## src/rtl/pattern_alarm_monitor.sv

```systemverilog
// Event counter and windowed alarm fed by the sequence detector's pattern level.
// Optional build macro PATTERN_ALARM_CNT_SAT_EN makes event_count saturate at 9999 instead of wrapping.
module pattern_alarm_monitor #(
  parameter int unsigned WINDOW_CYCLES = 1000,
  parameter int unsigned THRESHOLD     = 3
) (
  input  logic        clock,
  input  logic        reset,
  input  logic        pattern,
  input  logic        clear,
  output logic [15:0] event_count,
  output logic        alarm,
  output logic        window_active
);

  localparam int unsigned CNT_W = 16;
  localparam int unsigned HIT_W = 4;
  localparam int unsigned BCD_W = 16;

  localparam logic [1:0] S_IDLE   = 2'd0;
  localparam logic [1:0] S_WINDOW = 2'd1;
  localparam logic [1:0] S_ALARM  = 2'd2;

  localparam logic [CNT_W-1:0] WIN_LAST   = CNT_W'(WINDOW_CYCLES - 1);
  localparam logic [HIT_W-1:0] HIT_LIMIT  = HIT_W'(THRESHOLD);
  localparam bit               SINGLE_HIT = (THRESHOLD == 1);
  localparam logic [BCD_W-1:0] BCD_MAX    = 16'h9999;

  logic [1:0]       state_q, state_d;
  logic [CNT_W-1:0] win_cnt, win_cnt_d;
  logic [HIT_W-1:0] hits, hits_d, hits_inc;
  logic [BCD_W-1:0] count_d;
  logic             pattern_q;
  logic             ev;

  // Decimal increment, ripple carry from units to thousands; 9999 rolls to 0000.
  function automatic logic [BCD_W-1:0] bcd_inc(input logic [BCD_W-1:0] v);
    logic [BCD_W-1:0] r;
    logic             carry;
    r     = v;
    carry = 1'b1;
    for (int i = 0; i < 4; i++) begin
      if (carry) begin
        if (v[4*i +: 4] == 4'd9) begin
          r[4*i +: 4] = 4'd0;
        end else begin
          r[4*i +: 4] = v[4*i +: 4] + 4'd1;
          carry       = 1'b0;
        end
      end
    end
    return r;
  endfunction

  assign ev       = pattern & ~pattern_q;
  assign hits_inc = hits + HIT_W'(1);

  // Display total advances on every event regardless of FSM state or clear.
  always_comb begin
    count_d = event_count;
    if (ev) begin
`ifdef PATTERN_ALARM_CNT_SAT_EN
      if (event_count != BCD_MAX) begin
        count_d = bcd_inc(event_count);
      end
`else
      count_d = bcd_inc(event_count);
`endif
    end
  end

  // Next-state: clear always dominates; a threshold hit beats window expiry.
  always_comb begin
    state_d   = state_q;
    win_cnt_d = win_cnt;
    hits_d    = hits;
    case (state_q)
      S_IDLE: begin
        if (ev && !clear) begin
          hits_d    = HIT_W'(1);
          win_cnt_d = '0;
          state_d   = SINGLE_HIT ? S_ALARM : S_WINDOW;
        end
      end
      S_WINDOW: begin
        if (clear) begin
          state_d   = S_IDLE;
          hits_d    = '0;
          win_cnt_d = '0;
        end else begin
          win_cnt_d = win_cnt + CNT_W'(1);
          if (ev && (hits_inc == HIT_LIMIT)) begin
            hits_d  = hits_inc;
            state_d = S_ALARM;
          end else if (win_cnt == WIN_LAST) begin
            // An event on the closing cycle restarts a fresh window with itself as first hit.
            if (ev) begin
              hits_d    = HIT_W'(1);
              win_cnt_d = '0;
            end else begin
              state_d   = S_IDLE;
              hits_d    = '0;
              win_cnt_d = '0;
            end
          end else if (ev) begin
            hits_d = hits_inc;
          end
        end
      end
      S_ALARM: begin
        if (clear) begin
          state_d   = S_IDLE;
          hits_d    = '0;
          win_cnt_d = '0;
        end
      end
      default: begin
        state_d   = S_IDLE;
        hits_d    = '0;
        win_cnt_d = '0;
      end
    endcase
  end

  // State, counters and registered outputs.
  always_ff @(posedge clock) begin
    if (reset) begin
      state_q       <= S_IDLE;
      win_cnt       <= '0;
      hits          <= '0;
      pattern_q     <= 1'b0;
      event_count   <= '0;
      alarm         <= 1'b0;
      window_active <= 1'b0;
    end else begin
      state_q       <= state_d;
      win_cnt       <= win_cnt_d;
      hits          <= hits_d;
      pattern_q     <= pattern;
      event_count   <= count_d;
      alarm         <= (state_d == S_ALARM);
      window_active <= (state_d == S_WINDOW);
    end
  end

endmodule

```

## config.mk

```make
export PLATFORM = sky130hd
export DESIGN_NAME = pattern_alarm_monitor
export DESIGN_NICKNAME = d
export VERILOG_FILES = /design/src/rtl/pattern_alarm_monitor.sv
export SDC_FILE = /design/constraint.sdc
export NUM_CORES = 1
export LEC_CHECK = 0
export ABC_CLOCK_PERIOD_IN_PS = 1900
export CELL_PAD_IN_SITES_DETAIL_PLACEMENT = 2
export CELL_PAD_IN_SITES_GLOBAL_PLACEMENT = 2
export CORE_AREA = 2 2 87 89
export CTS_CLUSTER_SIZE = 20
export DETAILED_ROUTE_END_ITERATION = 8
export DIE_AREA = 0 0 89 91
export GPL_ROUTABILITY_DRIVEN = 0
export PLACE_DENSITY = 0.7
export SLEW_MARGIN = 15
export SYNTH_ARGS = -nofsm -noshare
export SYNTH_HDL_FRONTEND = slang
export SYNTH_SLANG_ARGS = --single-unit
export TNS_END_PERCENT = 1
```

## constraint.sdc

```tcl
create_clock -name clock -period 1.9 [get_ports clock]
set_clock_uncertainty 0.1 [all_clocks]
set_input_delay 0.38 -clock clock [delete_from_list [all_inputs] [get_ports clock]]
set_output_delay 0.38 -clock clock [all_outputs]
set_load 0.01 [all_outputs]
```

# Word-level counts from Yosys, hierarchy flattened

Cells that the tools add are included.

Register bits: 41
Bits in latches: 0
Bits in writable memories: 0
Bits in read-only memories: 0
Input port bits: 4
Output and inout port bits: 18
Word-level logic and storage cells: 73
Memories: 0

Add/subtract/negate cells: 6
Multiply operators: 0
Divide/modulo/power cells: 0
Magnitude comparators: 0
Eq/ne operators: 13
Shift operators: 0
Multiplexer cells: 33
Bitwise operators: 2
Reductions and logical operators: 9

Operator list:

| kind                                                  | number |
|---|---|
| 2-to-1 mux 16 bit                                     | 5 |
| one-hot mux 16 bit (3 select lines)                   | 1 |
| 2-to-1 mux 4 bit                                      | 10 |
| adder 4 x 1 -> 4 bit, second input constant           | 5 |
| adder 16 x 1 -> 16 bit, second input constant         | 1 |
| equality test 16 x 10 -> 1 bit, second input constant | 1 |
| equality test 4 bit, second input constant            | 4 |
| 2-to-1 mux 2 bit                                      | 6 |
| one-hot mux 4 bit (3 select lines)                    | 1 |
| 2-to-1 mux 1 bit                                      | 9 |
| AND reduction 2 bit                                   | 4 |
| one-hot mux 2 bit (3 select lines)                    | 1 |
| inequality test 5 bit, second input constant          | 1 |
| equality test 2 x 1 -> 1 bit, second input constant   | 2 |
| equality test 2 bit, second input constant            | 2 |
| equality test 4 x 2 -> 1 bit, second input constant   | 1 |
| inequality test 2 bit, second input constant          | 2 |
| AND reduction 3 bit                                   | 1 |
| logical AND 1 bit                                     | 2 |
| logical NOT 2 bit                                     | 1 |
| AND 1 bit                                             | 1 |
| logical NOT 1 bit                                     | 1 |
| NOT 1 bit                                             | 1 |

# Longest topological paths before layout

Depth in word-level cells: 8
Gate-level depth with buffers: 8
Gate-level depth less buffers: 7

# Worst setup path after synthesis

Ideal clock, no wire load.

Path type: input port to flip-flop
Start point: input clear
End point: register win_cnt[12]
Library setup time: 0.074 ns
Arrival: 1.935 ns
Required time: 1.726 ns
Setup slack: -0.210 ns
Stages: 7
Path buffers: 2
Path through: clkbuf_1 nor3_1 inv_1 o32ai_1 buf_2 o21ai_0 a31oi_1

Word-level cells in the longest chain between the ends: 4

Ends and longest elaborated chain:

| element                                | RTL line | RTL |
|---|---|---|
| start: declaration                     | 10       | `input logic clear,` |
| logical NOT 1 bit                      | 79       | `if (ev && !clear) begin` |
| logical AND 1 bit                      | 79       |  |
| inequality test 2 bit (no source line) | -        |  |
| AND reduction 2 bit (no source line)   | -        |  |
| end signal: assignment                 | 137      | `win_cnt <= win_cnt_d;` |
| end: declaration                       | 30       | `logic [CNT_W-1:0] win_cnt, win_cnt_d;` |

Parallel ways exist; a longest one is shown, timed or not.
A chain may end at the register's enable or synchronous reset.

# Final worst setup path

Start point: register win_cnt[3]
End point: register hits[0]

Word-level cells in the longest chain between the ends: 5

Ends and longest elaborated chain:

| element                            | RTL line | RTL |
|---|---|---|
| equality test 16 x 10 -> 1 bit *   | 95       | `end else if (win_cnt == WIN_LAST) begin` |
| 2-to-1 mux 4 bit                   | 95       |  |
| 2-to-1 mux 4 bit                   | 92       | `if (ev && (hits_inc == HIT_LIMIT)) begin` |
| 2-to-1 mux 4 bit                   | 86       | `if (clear) begin` |
| one-hot mux 4 bit (3 select lines) | 77       | `case (state_q)` |
| end signal: assignment             | 138      | `hits <= hits_d;` |
| end: declaration                   | 31       | `logic [HIT_W-1:0] hits, hits_d, hits_inc;` |

Mark *: on every way between the ends. The rest lies on a longest branch, timed or not.

==> flow_metrics.py <==
metrics = {
    "synthesis": {
        "syn_nets": 263,
        "ys_seq_area_share_pct": 39.6,
        "ys_seq_elements": 41,
        "synth_ff_type": "dfxtp_1",
        "synthCells": 256,
        "yosysWarnings": 0,
        "yosysTopAreaCell": "dfxtp_1",
        "synth_cell_types": 41,
        "synthArstFlopShare_pct": 0,
        "synth.area.top_cells": "dfxtp_1, a21oi_1, nor2_1, nand2_1, o21ai_0",
        "synthDominantCellAreaShare_pct": 39.6,
        "synth_area_um2": 2070,
        "yosysMostFrequentCell": "dfxtp_1",
        "syn_avg_cell_area_um2": 8.09,
        "synth_edf_count": 0,
        "synthTopCellsByCount": "dfxtp_1, nor2_1, nand2_1",
    },
    "setup_path": {
        "reg2regPathDepth": 6,
        "path_class": "register to register",
        "path_max_fanout": 5,
        "crit_arrival_ps": 2190,
        "crit_chain": "or4b_4, nor4_4, buf_4, nor3_2, buf_4, a2111oi_4",
        "end_kind": "register",
        "r2r_start": "win_cnt[3]$_SDFFE_PP0P_",
        "cp-start-kind": "register",
        "reg2reg_slack_ps": -190,
        "timing.rr.end": "hits[0]$_SDFFE_PP0P_",
        "cpMostUsedCell": "buf_4",
        "slowest_delay_ps": 550,
        "crit_family": "simple AND/OR/NAND/NOR gates",
        "cp.required_ps": 2000,
        "path_buf_inv": 2,
        "startpoint": "win_cnt[3]$_SDFFE_PP0P_",
        "crit_path_top_delay_cell": "or4b_4",
    },
    "final_layout": {
        "syn_to_final_growth_pct": 45.2,
        "drive_gt1_share_pct": 28.1,
        "final_area_um2": 3010,
        "nNetsFinal": 330,
        "antennaDiodeCount": 0,
    },
    "sta": {
        "worstMarginPinSlew_ps": 374,
        "rsz0062_at_grt": "true",
        "setup_viol": 16,
        "max_freq_mhz": 478,
        "drv_slew": 0,
        "period_share_pct": 110,
        "hold_violations": 0,
        "slew_headroom_pct": 75.1,
        "layout_setup_ws_ps": -194,
        "min_period_ps": 2090,
        "timing.hold.ws_ps": 381,
    },
    "global_route": {
        "globalRouteMet2Util_pct": 33.9,
        "track_usage_pct": 18.4,
        "antenna_found_initial": 0,
        "met1_usage_pct": 22.0,
        "grt_overflow": 0,
        "grt-busiest-layer": "met2",
        "grt_max_degree": 30,
        "grt_pass1_wl_mm": 11.8,
        "gr-usage-met3_pct": 3.00,
        "first_global_vias": 2406,
    },
    "run": {
        "max_cap_violations": 0,
    },
    "hold_path": {
        "hold_depth": 1,
        "hold_path_startpoint": "win_cnt[15]$_SDFFE_PP0P_",
        "hp-class": "register to register",
        "min_to": "win_cnt[15]$_SDFFE_PP0P_",
    },
    "drt": {
        "via_per_inst": 5.14,
        "drtAntennaViolNets": 0,
        "finalWirelength_mm": 6.88,
        "drtPass1Iterations": 4,
        "wire_per_inst_um": 16.3,
        "drc": 0,
        "drt_iter0_drc": 50,
        "num_vias": 2175,
    },
    "place": {
        "dpl.hpwl_mm": 4.76,
        "placed_area_um2": 2760,
        "portBuffers": 21,
        "pre_cts_ws_ps": -467,
    },
    "floorplan": {
        "coreArea_um2": 7140,
        "die_width_um": 89,
        "io_pins": 22,
        "core.rowCount": 31,
        "chipHeight_um": 91,
        "start_util_pct": 29.0,
        "dieArea_um2": 8100,
    },
    "cts": {
        "path_clk_slew_ps": 80,
        "cts_tree": "yes",
        "insertion_delay_ps": 300,
        "clk_root_buffer_cell": "clkbuf_8",
        "clockBufferDepth": 2,
        "cts_buffers": 5,
        "hold_buffers": 0,
        "clock-sinks": 41,
        "h-tree-depth": 2,
    },
    "pwr": {
        "p_leak_uw": 0.00109,
        "ir_worst_vdd_mv": 0.254,
        "power_density_nw_per_um2": 561,
    },
    "run_status": {
        "status": "finished, violations left",
        "violations": "setup timing",
    },
}
==> metrics by stage <==
step / utilization, % / TNS, ps / total power (uW) / cells
after floorplan: - / -812 / 962 / 256
after global placement: 38.6 / -8060 / 1040 / 414
after detailed placement: 38.6 / -10260 / 1040 / 414
after CTS: 41.4 / -1610 / 1710 / 423
after global routing: 42.1 / -3200 / 1780 / 423
final: 42.1 / -1350 / 1690 / 423
==> final cells by class <==
class | count | area, um2
Clock buffer | 7 | 96.3
Clock inverter | 1 | 5.00
Fill cell | 821 | 4130
Inverter | 8 | 30.0
Multi-Input combinational cell | 195 | 1310
Sequential cell | 41 | 827
Tap cell | 99 | 124
Timing Repair Buffer | 72 | 616
==> routing by layer <==
layer / vias to the layer above / routed length (um)
li1: 1058 / -
met3: 6 / 137
met5: - / 0
met1: 1084 / 3110
met4: 0 / 63
met2: 27 / 3570
==> what timing repair did <==
action                                  CTS  global route
buffers inserted                          1             0
pin swaps                                11             1
cloned                                    0             0
endpoints found under the setup margin   28            28
resized for setup                        22            15
==> worst register-to-register path, stage by stage, from the launching register on <==
cell       delay, ps
dfxtp_2          330
or4b_4           550
nor4_4           290
buf_4            210
nor3_2            50
buf_4            140
a2111oi_4        330
==> sequential cells by signal (all words and copies together) (netlist names) <==
register,cells
event_count,16
win_cnt,16
hits,4
state_q,2
alarm,1
pattern_q,1
window_active,1
==> layout by cell type, fill, tap and decap left out, types with 5 or more instances in the layout <==
cell type	netlist	layout
nor3_1	11	8
nand3_1	14	13
nor2_1	24	23
inv_1	8	8
nor2b_1	8	7
dfxtp_2	0	5
a31oi_1	11	10
clkbuf_8	0	7
o21ai_0	16	11
buf_4	0	48
xnor2_1	8	7
a21oi_1	18	15
nand4_1	8	8
nand2b_1	7	7
clkdlybuf4s50_1	0	20
dfxtp_1	41	36
nand2_1	22	22
==> worst max-delay path by stage <==
stage                                         to  slack (ps)  cells past startpoint
global route             win_cnt[9]$_SDFFE_PP0P_        -260                      6
detailed placement  event_count[15]$_SDFFE_PP0P_        -470                      8
floorplan                win_cnt[9]$_SDFFE_PP0P_         -80                      5
finish                      hits[0]$_SDFFE_PP0P_        -190                      6
CTS                      win_cnt[9]$_SDFFE_PP0P_        -210                      6
global placement    event_count[13]$_SDFFE_PP0P_        -420                      6
==> where the power goes <==
part	internal, uW	total [uW]	switching, uW
Sequential	868	876	7.90
Combinational	75.9	162	85.8
Clock	329	649	320
==> logic make-up (layout without fill, tap and decap cells) <==
family	after synthesis	in the layout	synth area share [%]
flops	41	41	39.6
fa+ha+maj	3	3	1.81
simple gates	116	116	30.1
compound gates	62	62	18.5
mux	3	3	1.45
xor+xnor	11	11	4.65
buf+inv	20	88	3.80
No activity file was read; power rests on OpenSTA's default activity.
